$ cat config.mk
export PLATFORM = sky130hd
export DESIGN_NAME = crc_decoder
export DESIGN_NICKNAME = d
export VERILOG_FILES = /design/src/rtl/crc_decoder.sv
export SDC_FILE = /design/constraint.sdc
export NUM_CORES = 1
export LEC_CHECK = 0
export CAP_MARGIN = 40
export CORE_UTILIZATION = 30
export DETAILED_ROUTE_END_ITERATION = 6
export MAX_ROUTING_LAYER = met4
export PLACE_DENSITY = 0.46
export SYNTH_ARGS = -nofsm -noshare
export SYNTH_HDL_FRONTEND = slang
export SYNTH_SLANG_ARGS = --single-unit
$ cat constraint.sdc
create_clock -name clk -period 4.28 [get_ports clk]
set_input_delay 0.856 -clock clk [delete_from_list [all_inputs] [get_ports clk]]
set_output_delay 0.856 -clock clk [all_outputs]
set_load 0.1 [all_outputs]
$ cat src/rtl/crc_decoder.sv
// ---------------------------------------------------------------------------
// crc_decoder
//
// Serial USB packet receiver. Takes de-stuffed, NRZI-decoded bits (LSB-first
// per field), validates the PID check nibble and the CRC5/CRC16 residual, and
// presents one decoded packet record at a time over a valid/ready handshake.
//
// Optional feature macro: RX_PID_CHECK_EN
//   defined   : PID bits [7:4] must equal ~PID[3:0], a mismatch reports err 01
//   undefined : PID bits [7:4] are ignored, err 01 is never produced
//
// Ports
//   clk        in   clock
//   rst_b      in   asynchronous active-low reset
//   bit_in     in   serial packet bit
//   bit_valid  in   bit_in carries a packet bit this cycle
//   eop        in   end-of-packet pulse (after the last valid bit)
//   out_valid  out  record held for the consumer
//   out_ready  in   consumer accepts the record
//   pkt_type   out  00 none, 01 token, 10 data, 11 handshake
//   pid        out  received PID[3:0]
//   addr_endp  out  token field {endp, addr}
//   data       out  data payload, first-received bit in data[0]
//   err        out  00 ok, 01 PID check, 10 CRC, 11 length
//   overrun    out  pulse: a packet arrived while the record was held
//
// state   | meaning
// --------+---------------------------------------------------------------
// S_IDLE  | waiting for the first bit of a packet
// S_PID   | collecting the 8-bit PID byte
// S_TOKEN | 11 token field bits + 5 CRC5 bits
// S_DATA  | 64 payload bits + 16 CRC16 bits
// S_HSK   | handshake, no bits expected after the PID
// S_SKIP  | unknown PID, remaining bits ignored until eop
// S_HOLD  | record presented, waiting for out_ready
// ---------------------------------------------------------------------------
module crc_decoder (
    input  logic        clk,
    input  logic        rst_b,
    input  logic        bit_in,
    input  logic        bit_valid,
    input  logic        eop,
    output logic        out_valid,
    input  logic        out_ready,
    output logic [1:0]  pkt_type,
    output logic [3:0]  pid,
    output logic [10:0] addr_endp,
    output logic [63:0] data,
    output logic [1:0]  err,
    output logic        overrun
);

    typedef enum logic [2:0] {
        S_IDLE, S_PID, S_TOKEN, S_DATA, S_HSK, S_SKIP, S_HOLD
    } state_t;

    localparam logic [6:0]  TOK_BITS  = 7'd16;
    localparam logic [6:0]  TOK_FIELD = 7'd11;
    localparam logic [6:0]  DAT_BITS  = 7'd80;
    localparam logic [6:0]  DAT_FIELD = 7'd64;
    localparam logic [4:0]  CRC5_RES  = 5'b01100;
    localparam logic [15:0] CRC16_RES = 16'h800D;

    function automatic state_t pid_class(input logic [3:0] p);
        state_t s;
        case (p)
            4'b0001, 4'b1001, 4'b1101: s = S_TOKEN;
            4'b0011, 4'b1011:          s = S_DATA;
            4'b0010, 4'b1010, 4'b1110: s = S_HSK;
            default:                   s = S_SKIP;
        endcase
        return s;
    endfunction

    function automatic logic [4:0] crc5_step(input logic [4:0] c, input logic b);
        logic fb;
        fb = b ^ c[4];
        return {c[3:0], 1'b0} ^ (fb ? 5'b00101 : 5'b00000);
    endfunction

    function automatic logic [15:0] crc16_step(input logic [15:0] c, input logic b);
        logic fb;
        fb = b ^ c[15];
        return {c[14:0], 1'b0} ^ (fb ? 16'h8005 : 16'h0000);
    endfunction

    state_t      r_state;
    logic [6:0]  r_cnt;
    logic [7:0]  r_pid_byte;
    logic [10:0] r_tok;
    logic [63:0] r_data_sh;
    logic [4:0]  r_crc5;
    logic [15:0] r_crc16;
    logic        r_len_err;
    logic        r_pid_bad;
    logic        r_drop;

    logic        r_out_valid;
    logic [1:0]  r_pkt_type;
    logic [3:0]  r_pid;
    logic [10:0] r_addr_endp;
    logic [63:0] r_data;
    logic [1:0]  r_err;
    logic        r_overrun;

    // Working state after consuming this cycle's bit; eop is judged on these
    // so a bit coincident with eop counts toward the packet.
    state_t      w_state_a;
    logic [6:0]  w_cnt_a;
    logic [7:0]  w_pid_a;
    logic [10:0] w_tok_a;
    logic [63:0] w_data_a;
    logic [4:0]  w_crc5_a;
    logic [15:0] w_crc16_a;
    logic        w_len_a;
    logic        w_pbad_a;

    logic        w_eop_take;
    logic [1:0]  w_rec_type;
    logic [10:0] w_rec_ae;
    logic [63:0] w_rec_data;
    logic [1:0]  w_rec_err;

    always_comb begin
        w_state_a = r_state;
        w_cnt_a   = r_cnt;
        w_pid_a   = r_pid_byte;
        w_tok_a   = r_tok;
        w_data_a  = r_data_sh;
        w_crc5_a  = r_crc5;
        w_crc16_a = r_crc16;
        w_len_a   = r_len_err;
        w_pbad_a  = r_pid_bad;
        if (bit_valid && !r_drop) begin
            case (r_state)
                S_IDLE: begin
                    w_state_a = S_PID;
                    w_pid_a   = {7'd0, bit_in};
                    w_cnt_a   = 7'd1;
                    w_tok_a   = '0;
                    w_data_a  = '0;
                    w_crc5_a  = 5'h1F;
                    w_crc16_a = 16'hFFFF;
                    w_len_a   = 1'b0;
                    w_pbad_a  = 1'b0;
                end
                S_PID: begin
                    w_pid_a[r_cnt[2:0]] = bit_in;
                    if (r_cnt == 7'd7) begin
                        w_state_a = pid_class(w_pid_a[3:0]);
                        w_cnt_a   = 7'd0;
`ifdef RX_PID_CHECK_EN
                        w_pbad_a  = (w_pid_a[7:4] != ~w_pid_a[3:0]);
`else
                        w_pbad_a  = 1'b0;
`endif
                    end else begin
                        w_cnt_a = r_cnt + 7'd1;
                    end
                end
                S_TOKEN: begin
                    if (r_cnt < TOK_BITS) begin
                        w_crc5_a = crc5_step(r_crc5, bit_in);
                        // Shift in from the top so the first field bit ends at [0].
                        if (r_cnt < TOK_FIELD)
                            w_tok_a = {bit_in, r_tok[10:1]};
                        w_cnt_a = r_cnt + 7'd1;
                    end else begin
                        w_len_a = 1'b1;
                    end
                end
                S_DATA: begin
                    if (r_cnt < DAT_BITS) begin
                        w_crc16_a = crc16_step(r_crc16, bit_in);
                        if (r_cnt < DAT_FIELD)
                            w_data_a = {bit_in, r_data_sh[63:1]};
                        w_cnt_a = r_cnt + 7'd1;
                    end else begin
                        w_len_a = 1'b1;
                    end
                end
                S_HSK:   w_len_a = 1'b1;
                default: ;
            endcase
        end
    end

    always_comb begin
        w_rec_type = 2'b00;
        w_rec_ae   = '0;
        w_rec_data = '0;
        w_rec_err  = 2'b11;
        case (w_state_a)
            S_TOKEN: begin
                w_rec_type = 2'b01;
                w_rec_ae   = w_tok_a;
                if (w_len_a || (w_cnt_a != TOK_BITS)) w_rec_err = 2'b11;
                else if (w_pbad_a)                    w_rec_err = 2'b01;
                else if (w_crc5_a != CRC5_RES)        w_rec_err = 2'b10;
                else                                  w_rec_err = 2'b00;
            end
            S_DATA: begin
                w_rec_type = 2'b10;
                w_rec_data = w_data_a;
                if (w_len_a || (w_cnt_a != DAT_BITS)) w_rec_err = 2'b11;
                else if (w_pbad_a)                    w_rec_err = 2'b01;
                else if (w_crc16_a != CRC16_RES)      w_rec_err = 2'b10;
                else                                  w_rec_err = 2'b00;
            end
            S_HSK: begin
                w_rec_type = 2'b11;
                if (w_len_a)       w_rec_err = 2'b11;
                else if (w_pbad_a) w_rec_err = 2'b01;
                else               w_rec_err = 2'b00;
            end
            default: ;
        endcase
    end

    assign w_eop_take = eop && !r_drop && (w_state_a != S_IDLE) && (w_state_a != S_HOLD);

    always_ff @(posedge clk or negedge rst_b) begin
        if (!rst_b) begin
            r_state     <= S_IDLE;
            r_cnt       <= '0;
            r_pid_byte  <= '0;
            r_tok       <= '0;
            r_data_sh   <= '0;
            r_crc5      <= '0;
            r_crc16     <= '0;
            r_len_err   <= 1'b0;
            r_pid_bad   <= 1'b0;
            r_drop      <= 1'b0;
            r_out_valid <= 1'b0;
            r_pkt_type  <= '0;
            r_pid       <= '0;
            r_addr_endp <= '0;
            r_data      <= '0;
            r_err       <= '0;
            r_overrun   <= 1'b0;
        end else begin
            r_overrun <= (r_state == S_HOLD) && bit_valid && !r_drop;

            // A packet that starts while the record is held is discarded
            // through its eop, even if the record is accepted meanwhile.
            if (r_drop) begin
                if (eop) r_drop <= 1'b0;
            end else if ((r_state == S_HOLD) && bit_valid && !eop) begin
                r_drop <= 1'b1;
            end

            if (r_state == S_HOLD) begin
                if (out_ready) begin
                    r_state     <= S_IDLE;
                    r_out_valid <= 1'b0;
                end
            end else begin
                r_state    <= w_state_a;
                r_cnt      <= w_cnt_a;
                r_pid_byte <= w_pid_a;
                r_tok      <= w_tok_a;
                r_data_sh  <= w_data_a;
                r_crc5     <= w_crc5_a;
                r_crc16    <= w_crc16_a;
                r_len_err  <= w_len_a;
                r_pid_bad  <= w_pbad_a;
                if (w_eop_take) begin
                    r_state     <= S_HOLD;
                    r_out_valid <= 1'b1;
                    r_pkt_type  <= w_rec_type;
                    r_pid       <= w_pid_a[3:0];
                    r_addr_endp <= w_rec_ae;
                    r_data      <= w_rec_data;
                    r_err       <= w_rec_err;
                end
            end
        end
    end

    assign out_valid = r_out_valid;
    assign pkt_type  = r_pkt_type;
    assign pid       = r_pid;
    assign addr_endp = r_addr_endp;
    assign data      = r_data;
    assign err       = r_err;
    assign overrun   = r_overrun;

endmodule
==> run summary, run 1 <==
#FFs+latches synth: 198
PwrDens: 509 mW/mm^2
EDFF count, synth: 0
Skew-Pair Late Insertion Delay: 0.44 ns
routability congestion estimate from global placement: 0.849
HPWL Detailed: 13300 um
Crit path required time: 4.65 ns
CP endpoint kind: register
antenna-violating nets left: 0
Final Hold Viols: 0
RSZ-0062 raised after global routing: no
first-pass GRT wire length: 34400 um
cells on worst reg2reg path: 11
total CTS buffers: 17
register area share after synthesis: 60.1%
Clock Power Share: 27.6%
top achievable clock speed: 285 MHz
Starting Density: 30.6%
clock sink count: 198
htree depth: 4
Pint: 3.59 mW
Vias/cell: 5.24
Main synth FF type: dfrtp_1
Hold Crit Depth: 2
Final #Nets: 832
Longest Clk Path Bufs: 2
Remaining DRCs: 0
Mapped Area: 0.00825 sq mm
Crit Path Class: in2reg
P_leak: 5.19 nW
Area Overhead vs Synth: 40.1%
CP Max Fanout: 49
Synth async-reset ratio: 100%
Max Cap Violations: 0
Via Count: 6162
min-delay worst type: reg2reg
post-synth top area share: 60.1%
diodes inserted: 0
Hold WS: 0.486 ns
Final min period: 3.51 ns
placed inst area: 0.0109 sq mm
Logic pwr share: 32.8%
total power: 5.88 mW
final setup vio count: 0
Post-CTS Setup Bufs: 0
initial antenna violation count: 0
clk_skew: 0.0193 ns
gr ovfl total: 0
GRT Overall Usage: 15.8%
die width: 168 um
Mean Syn Cell Area: 12.4 sq um
core area: 0.0270 sq mm
Routed WL: 20700 um
clk slew on worst S/H paths: 0.09 ns
switching power: 2.29 mW
1st-iter DRT viols: 411
top cells by area, synth: dfrtp_1 60%, a22o_1 14%, o31ai_2 1.7%
synth unique cells: 68
Ys Warns: 0
die area: 0.0282 sq mm
CTS tree: yes
Rows: 60
post-CTS sizing: 0
cts hold-fix bufs: 0
Die Ht: 168 um
CP Launch Type: input pin
pin count of the biggest net entering global routing: 103
Slew Limit Headroom: 40.8%
Finished Cell Area: 0.0116 sq mm
post-layout util: 42.9%
Synth area leader: dfrtp_1
port bufs: 90
reg2reg setup slack: 0.87 ns
VDD IR max: 0.286 mV
fillcell total: 2430
io pins: 91
post-synthesis net count: 673
status: finished clean
Gate Count Post-Synth: 664
Net Sw Frac: 38.9%
Fin Setup TNS: 0 ns
drt pass-1 iters: 4
sequential power share: 39.6%
worst-margin pin slew: 0.881 ns
wire per inst: 17.6 um
vias in the first global route: 6274
post-route clock period utilization: 82.1%
clk root buf: clkbuf_16
layout cells sized above 1: 19.9%
Worst EP arrival: 3.88 ns
count of pins over their slew limit: 0
-- layout make-up --
class,instances,area [sq um],share of cell area [%]
Sequential cell,198,4950,42.9
Tap cell,341,427,3.69
Clock inverter,14,171,1.48
Multi-Input combinational cell,382,2910,25.2
Inverter,29,109,0.942
Timing Repair Buffer,195,2540,22.0
Clock buffer,18,439,3.80
-- logic make-up after synthesis --
kind of cell,count (synthesis),synth area share [%]
AO/OA/AOI/OAI,248,24.8
XOR/XNOR,7,0.743
adder cells (fa/ha/maj),3,0.455
buffers and inverters,84,4.87
flip-flops,198,60.1
multiplexers,9,1.21
AND/OR/NAND/NOR,115,7.87
-- registers in the layout, summed over array words and instances, names as in the netlist --
name        cells
addr_endp      11
data           64
err             2
out_valid       1
overrun         1
pid             4
pkt_type        2
r_cnt           7
r_crc16        16
r_crc5          5
r_data_sh      64
r_drop          1
r_len_err       1
r_pid_bad       1
r_pid_byte      4
r_state         3
r_tok          11
-- metal layers --
layer / track usage, % / wire [um]
met5: - / 0
met3: 2.70 / 715
met2: 25.0 / 9890
met1: 21.3 / 9940
met4: 3.23 / 116
-- cell usage in the layout (no fill, tap or decap), types with 5 or more instances in the layout --
master and count:
a21oi_1 16, a221o_1 11, a22o_1 132, a22oi_1 18, buf_16 13, buf_4 16, buf_8 72, clkbuf_16 17
clkdlybuf4s50_1 89, dfrtp_1 198, inv_1 29, nand2_1 32, nand2b_1 9, nor2_1 21, nor2b_1 6, nor3_1 8
o21ai_0 20, o22ai_1 5, o31ai_2 11, xnor2_1 6
-- synthesized netlist by cell type, types with 3 or more instances --
library cell / n
a221o_1: 11
a221oi_1: 3
o31ai_2: 11
inv_1: 29
nor2_1: 21
a21oi_1: 16
nor3_1: 8
buf_4: 7
buf_6: 6
ha_1: 3
a22o_1: 132
nand2b_1: 9
mux2_2: 4
nand3_1: 4
a31oi_1: 4
o21ai_0: 20
buf_2: 12
nand2_1: 32
nor2b_1: 6
nand3b_1: 3
and3_1: 3
and2_1: 3
nor4_1: 4
mux2_1: 4
xnor2_1: 6
o22ai_1: 5
a21o_1: 3
o31ai_1: 4
clkbuf_1: 28
a22oi_1: 18
dfrtp_1: 198
-- final timing paths --
path                                          start                         to
max reg2reg                    r_cnt[2]$_DFFE_PN0P_       data[55]$_DFFE_PN0P_
min reg2reg                addr_endp[7]$_DFFE_PN0P_   addr_endp[7]$_DFFE_PN0P_
min                        addr_endp[7]$_DFFE_PN0P_   addr_endp[7]$_DFFE_PN0P_
max in group asynchronous                     rst_b  r_data_sh[36]$_DFFE_PN0P_
max                                       bit_valid       data[55]$_DFFE_PN0P_
min in group asynchronous                     rst_b       r_cnt[3]$_DFFE_PN0P_
-- critical path, cell delays in order --
cell and delay [ns]:
clkdlybuf4s50_1 0.66, or4b_4 0.55, nor4_1 0.30, a41o_1 0.31
a21oi_2 0.11, o31ai_4 0.27, buf_4 0.32, buf_12 0.29
a22o_1 0.19
-- stage by stage --
| step | instances | setup slack, ns |
|---|---|---|
| after floorplan | 664 | 1.20 |
| after global placement | 1060 | 0.439 |
| after detailed placement | 1145 | 0.330 |
| after CTS | 1177 | 0.798 |
| after global routing | 1177 | 0.631 |
| final | 1177 | 0.767 |
-- power by group through the flow --
| stage | logic [mW] | clock network [mW] | registers [mW] |
|---|---|---|---|
| 2_1_floorplan | 1.06 | 0 | 2.59 |
| 3_3_place_gp | 1.77 | 0 | 2.35 |
| 3_5_place_dp | 1.93 | 0 | 2.36 |
| 4_1_cts | 1.94 | 1.68 | 2.33 |
| 5_1_grt | 2.08 | 1.76 | 2.36 |
| 6_report | 1.93 | 1.62 | 2.33 |
Note: power is estimated with default switching activity, not from simulation.
==> inputs of run 2 (changes only) <==
- PLACE_DENSITY: 0.46 -> 0.48
- clock period: 4.28 -> 2.85 ns (I/O delays scaled with it)
==> run summary, run 2 (synthesized netlist as in run 1, its figures left out) <==
antenna-violating nets left: 0 (unchanged)
Routed WL: 21300 um (+3.2%)
gr ovfl total: 0 (unchanged)
HPWL Detailed: 14200 um (+7.1%)
most frequent cells in the layout: 198 x dfrtp_1, 167 x buf_4, 132 x a22o_1, 30 x nand2_1, 29 x inv_1
clk slew on worst S/H paths: 0.08 ns (about the same)
Max Cap Violations: 0 (unchanged)
VDD IR max: 0.416 mV (+46%)
failing checks: setup timing
GRT Overall Usage: 16.3% (+0.57 points)
most used cell, CP: buf_6
CP endpoint kind: register
pre-CTS setup slack: -0.540 ns (-0.870 ns)
io pins: 91 (unchanged)
CP Launch Type: register
cts hold-fix bufs: 0 (unchanged)
total CTS buffers: 17 (unchanged)
initial antenna violation count: 0 (unchanged)
status: complete, but fails checks
wire per inst: 18.2 um (+3.7%)
Fin Setup TNS: -0.0547 ns (-0.0547 ns)
Vias/cell: 5.23 (-0.18%)
dpl cells: 1130 (-1.3%)
Longest Clk Path Bufs: 2 (unchanged)
routability congestion estimate from global placement: 0.859 (+1.2%)
P_leak: 5.14 nW (-1.0%)
CP Max Fanout: 8 (-84%)
Crit path required time: 3.18 ns (-1.47 ns)
worst-margin pin slew: 0.735 ns (-0.146 ns)
final setup vio count: 4 (+4)
Final Hold Viols: 0 (unchanged)
met1 WL: 9850 um (-0.88%)
core area: 0.0270 sq mm (unchanged)
CTS tree: yes
clk root buf: clkbuf_16
die area: 0.0282 sq mm (unchanged)
Worst path slowest cell: dfrtp_1
Final #Nets: 827 (-0.60%)
commonest non-fill, non-tap cell in the layout: dfrtp_1
PwrDens: 884 mW/mm^2 (+74%)
top achievable clock speed: 349 MHz
non-filler cells, final: 1172 (-0.42%)
min-delay worst type: in2async
met2 wire length: 10300 um (+4.3%)
sum of buffers and inverters on the critical path: 3 (unchanged)
diodes inserted: 0 (unchanged)
Rows: 60 (unchanged)
clk_skew: 0.0183 ns (-0.00102 ns)
Crit path max-delay family: compound AO/OA/AOI/OAI gates
layout cells sized above 1: 31.6% (+12 points)
Starting Density: 30.6% (unchanged)
Crit path largest cell delay: 0.40 ns (-0.26 ns)
Area Overhead vs Synth: 30.1%
clock sink count: 198 (unchanged)
reg2reg setup slack: -0.02 ns (-0.89 ns)
Remaining DRCs: 0 (unchanged)
htree depth: 4 (unchanged)
1st-iter DRT viols: 421 (+2.4%)
Crit Path Class: reg2reg
drt pass-1 iters: 5 (+1)
Die Ht: 168 um (unchanged)
met3 WL post-DR: 997 um (+39%)
pin count of the biggest net entering global routing: 85 (-17%)
first-pass GRT wire length: 35800 um (+4.1%)
worst path cell trace: buf_6, nor3_4, mux2_4, ha_4, and4b_1, a32oi_1, a41o_1, buf_6, a21oi_4, o31ai_4, buf_6, mux2_4
RSZ-0062 raised after global routing: yes
Slew Limit Headroom: 51.0% (+10 points)
final setup margin: -0.0173 ns (-0.784 ns)
Worst EP arrival: 3.19 ns (-0.69 ns)
count of pins over their slew limit: 0 (unchanged)
vias in the first global route: 6531 (+4.1%)
die width: 168 um (unchanged)
uppermost layer routed: met4
post-route clock period utilization: 101%
Skew-Pair Late Insertion Delay: 0.44 ns (about the same)
port bufs: 90 (unchanged)
Via Count: 6125 (-0.60%)
Final min period: 2.87 ns
-- run 2: area by class of cell --
class / count / area [sq um]
clock buffers: 19 / 443
fillers: 2551 / 16200
repair buffers: 190 / 1600
multi-input cells: 382 / 3030
clock inverters: 13 / 161
well taps: 341 / 427
flip-flops and latches: 198 / 4950
inverters: 29 / 109
-- run 2: power by group --
part           total (mW)  internal, mW  switching (mW)
sequential           3.42          3.13           0.288
clock                2.46          1.28            1.18
combinational        3.59          1.48            2.12
-- run 2: per-stage QoR --
step           util (%)  cell area [sq um]  hold slack (ns)  total power [mW]
2_1_floorplan         -               8260            0.274              5.50
3_3_place_gp       36.7               9890            0.472              6.68
3_5_place_dp       36.7               9890            0.479              6.73
4_1_cts            39.3              10600            0.209              9.38
5_1_grt            39.8              10700            0.181              10.0
6_report           39.8              10700            0.131              9.48
-- run 2: what timing repair did --
| action | in CTS | in global routing |
|---|---|---|
| cloned | 0 | 1 |
| endpoints found under the setup margin | 81 | 84 |
| gates resized for setup | 18 | 14 |
| setup buffers | 3 | 6 |
| pin swaps | 42 | 9 |
-- run 2: metal layers --
layer	vias up	GRT usage, %
li1	2816	-
met1	3162	21.5
met2	134	25.7
met3	13	3.71
met4	0	3.75
met5	-	-
-- run 2: final timing paths --
path / cells past startpoint / end / from
setup / recovery: 12 / pid[2]$_DFFE_PN0P_ / r_cnt[2]$_DFFE_PN0P_
setup reg to reg: 12 / pid[2]$_DFFE_PN0P_ / r_cnt[2]$_DFFE_PN0P_
min in group clk: 2 / addr_endp[9]$_DFFE_PN0P_ / addr_endp[9]$_DFFE_PN0P_
hold / removal: 1 / r_cnt[0]$_DFFE_PN0P_ / rst_b
hold reg to reg: 2 / addr_endp[9]$_DFFE_PN0P_ / addr_endp[9]$_DFFE_PN0P_
max in group asynchronous: 2 / r_data_sh[47]$_DFFE_PN0P_ / rst_b
-- run 2: worst register-to-register path: cells and delay by family (launching register included) --
kind | cells | cell delay, ns
compound gates | 4 | 0.72
flops | 1 | 0.40
simple gates | 2 | 0.35
fa+ha+maj | 1 | 0.16
buf+inv | 3 | 0.47
mux | 2 | 0.66
==> inputs of run 3 (changes only) <==
- CORE_UTILIZATION: 30 -> 51
- PLACE_DENSITY: 0.48 -> 0.74
- REMOVE_ABC_BUFFERS: unset -> 1
- SLEW_MARGIN: unset -> 20
==> run summary, run 3 (synthesized netlist as in run 1, its figures left out) <==
core area: 0.0158 sq mm (-41%)
Logic pwr share: 39.7% (+1.8 points)
Remaining DRCs: 0 (unchanged)
Area Overhead vs Synth: 28.8%
Worst EP arrival: 3.19 ns (about the same)
Crit Path Class: reg2reg
Routed WL: 20500 um (-4.0%)
layout cells sized above 1: 30.9% (-0.78 points)
non-filler cells, final: 1042 (-11%)
min-delay worst type: in2async
Starting Density: 52.1% (+22 points)
placed inst area: 0.00961 sq mm (-2.8%)
routability congestion estimate from global placement: 1.01 (+18%)
die width: 129 um (-23%)
Final Hold Viols: 0 (unchanged)
cells on worst reg2reg path: 12 (unchanged)
Final #Nets: 822 (-0.60%)
Rows: 46 (-23%)
gr ovfl total: 0 (unchanged)
PwrDens: 890 mW/mm^2 (+0.76%)
1st-iter DRT viols: 492 (+17%)
total power: 9.46 mW (-0.24%)
pin count of the biggest net entering global routing: 76 (-11%)
post-layout util: 67.1% (+27 points)
count of pins over their slew limit: 0 (unchanged)
final setup vio count: 12 (+8)
Fin Setup TNS: -0.182 ns (-0.127 ns)
die area: 0.0167 sq mm (-41%)
Pint: 5.91 mW (+0.41%)
Vias/cell: 5.96 (+14%)
Final min period: 2.88 ns (+0.0158 ns)
htree depth: 4 (unchanged)
clock sink count: 198 (unchanged)
CP Max Fanout: 8 (unchanged)
reg2reg setup slack: -0.03 ns (-0.02 ns)
Finished Cell Area: 0.0106 sq mm (-0.99%)
switching power: 3.54 mW (-1.3%)
commonest non-fill, non-tap cell in the layout: dfrtp_1
CP endpoint kind: register
final setup margin: -0.0331 ns (-0.0158 ns)
io pins: 91 (unchanged)
wire per inst: 19.6 um (+7.9%)
Crit path required time: 3.16 ns (-0.02 ns)
top achievable clock speed: 347 MHz (-0.55%)
Via Count: 6214 (+1.5%)
clk slew on worst S/H paths: 0.07 ns (about the same)
Longest Clk Path Bufs: 2 (unchanged)
most frequent cells in the layout: 198 x dfrtp_1, 156 x buf_4, 132 x a22o_1, 32 x nand2_1, 29 x inv_1
failing checks: setup timing
sequential power share: 36.2% (about the same)
Net Sw Frac: 37.5% (-0.41 points)
post-route clock period utilization: 101% (+0.55 points)
status: complete, but fails checks
antenna-violating nets left: 0 (unchanged)
diodes inserted: 0 (unchanged)
Die Ht: 129 um (-23%)
port bufs: 90 (unchanged)
dpl cells: 991 (-12%)
GRT Overall Usage: 24.7% (+8.4 points)
vias in the first global route: 5910 (-9.5%)
initial antenna violation count: 0 (unchanged)
HPWL Detailed: 13000 um (-8.7%)
RSZ-0062 raised after global routing: yes
Skew-Pair Late Insertion Delay: 0.43 ns (about the same)
cts hold-fix bufs: 0 (unchanged)
worst-margin pin slew: 0.619 ns (-0.116 ns)
clk root buf: clkbuf_16
CP Launch Type: register
worst r2r src: r_cnt[1]$_DFFE_PN0P_
worst flop-to-flop path endpoint: pid[3]$_DFFE_PN0P_
CTS tree: yes
VDD IR max: 0.787 mV (+89%)
drt pass-1 iters: 6 (+1)
clk_skew: 0.00925 ns (-0.00904 ns)
total CTS buffers: 17 (unchanged)
Slew Limit Headroom: 58.7% (+7.7 points)
Clock Power Share: 24.0% (-2.0 points)
first-pass GRT wire length: 30700 um (-14%)
Max Cap Violations: 0 (unchanged)
P_leak: 5.17 nW (+0.62%)
==> run 3: worst max-delay path by stage <==
stage                      startpoint                        to  slack, ns  cells past startpoint
2_1_floorplan  r_state[1]$_DFFE_PN0P_       data[0]$_DFFE_PN0P_      -3.44                      4
3_3_place_gp                   bit_in        err[1]$_DFFE_PN0P_      -0.45                     11
3_5_place_dp                   bit_in      data[17]$_DFFE_PN0P_      -0.51                     10
4_1_cts          r_cnt[2]$_DFFE_PN0P_        pid[3]$_DFFE_PN0P_      0.005                     10
5_1_grt          r_cnt[1]$_DFFE_PN0P_  addr_endp[9]$_DFFE_PN0P_      -0.13                     14
6_report         r_cnt[1]$_DFFE_PN0P_        pid[3]$_DFFE_PN0P_      -0.03                     12
==> run 3: area by class of cell <==
class / instances / area [sq um]
timing repair buffer: 185 / 1680
clock inverter: 14 / 129
sequential: 198 / 4950
multi-input combinational: 382 / 3050
fill: 1179 / 5200
tap: 216 / 270
inverter: 29 / 109
clock buffer: 18 / 429
==> run 3: worst max-delay path, stage by stage (launching register included) <==
cell     delay (ns)
dfrtp_1        0.41
buf_6          0.14
nor2_2         0.08
nand2_1        0.08
mux2i_2        0.22
ha_2           0.22
and4b_1        0.20
a32oi_2        0.07
a41o_1         0.30
and3_4         0.18
o31ai_4        0.31
buf_6          0.23
mux2_4         0.32
==> run 3: metrics by stage <==
step | setup slack [ns] | hold WS [ns]
2_1_floorplan | -3.44 | 0.274
3_5_place_dp | -0.512 | 0.475
6_report | -0.0331 | 0.171
3_3_place_gp | -0.455 | 0.469
4_1_cts | 0.00533 | 0.180
5_1_grt | -0.125 | 0.193
==> run 3: per-layer routing <==
| layer | GRT usage, % | part of all wire [%] | routed length, um |
|---|---|---|---|
| met1 | 33.5 | 45 | 9140 |
| met5 | - | 0 | 0 |
| met4 | 9.62 | 1.9 | 381 |
| met3 | 4.79 | 4.9 | 995 |
| met2 | 36.8 | 49 | 9950 |
==> run 3: what timing repair did <==
item,CTS,global route
pin swaps,3,39
gates resized for setup,9,32
cloned,0,7
setup endpoints to repair,83,83
setup buffers,8,5
==> run 3: power by group through the flow <==
stage / registers, mW / logic, mW / clock network [mW]
after floorplan: 3.99 / 1.30 / 0
final: 3.42 / 3.76 / 2.27
after CTS: 3.40 / 3.20 / 2.32
after global placement: 3.43 / 3.01 / 0
after detailed placement: 3.45 / 3.06 / 0
after global routing: 3.46 / 3.99 / 2.42
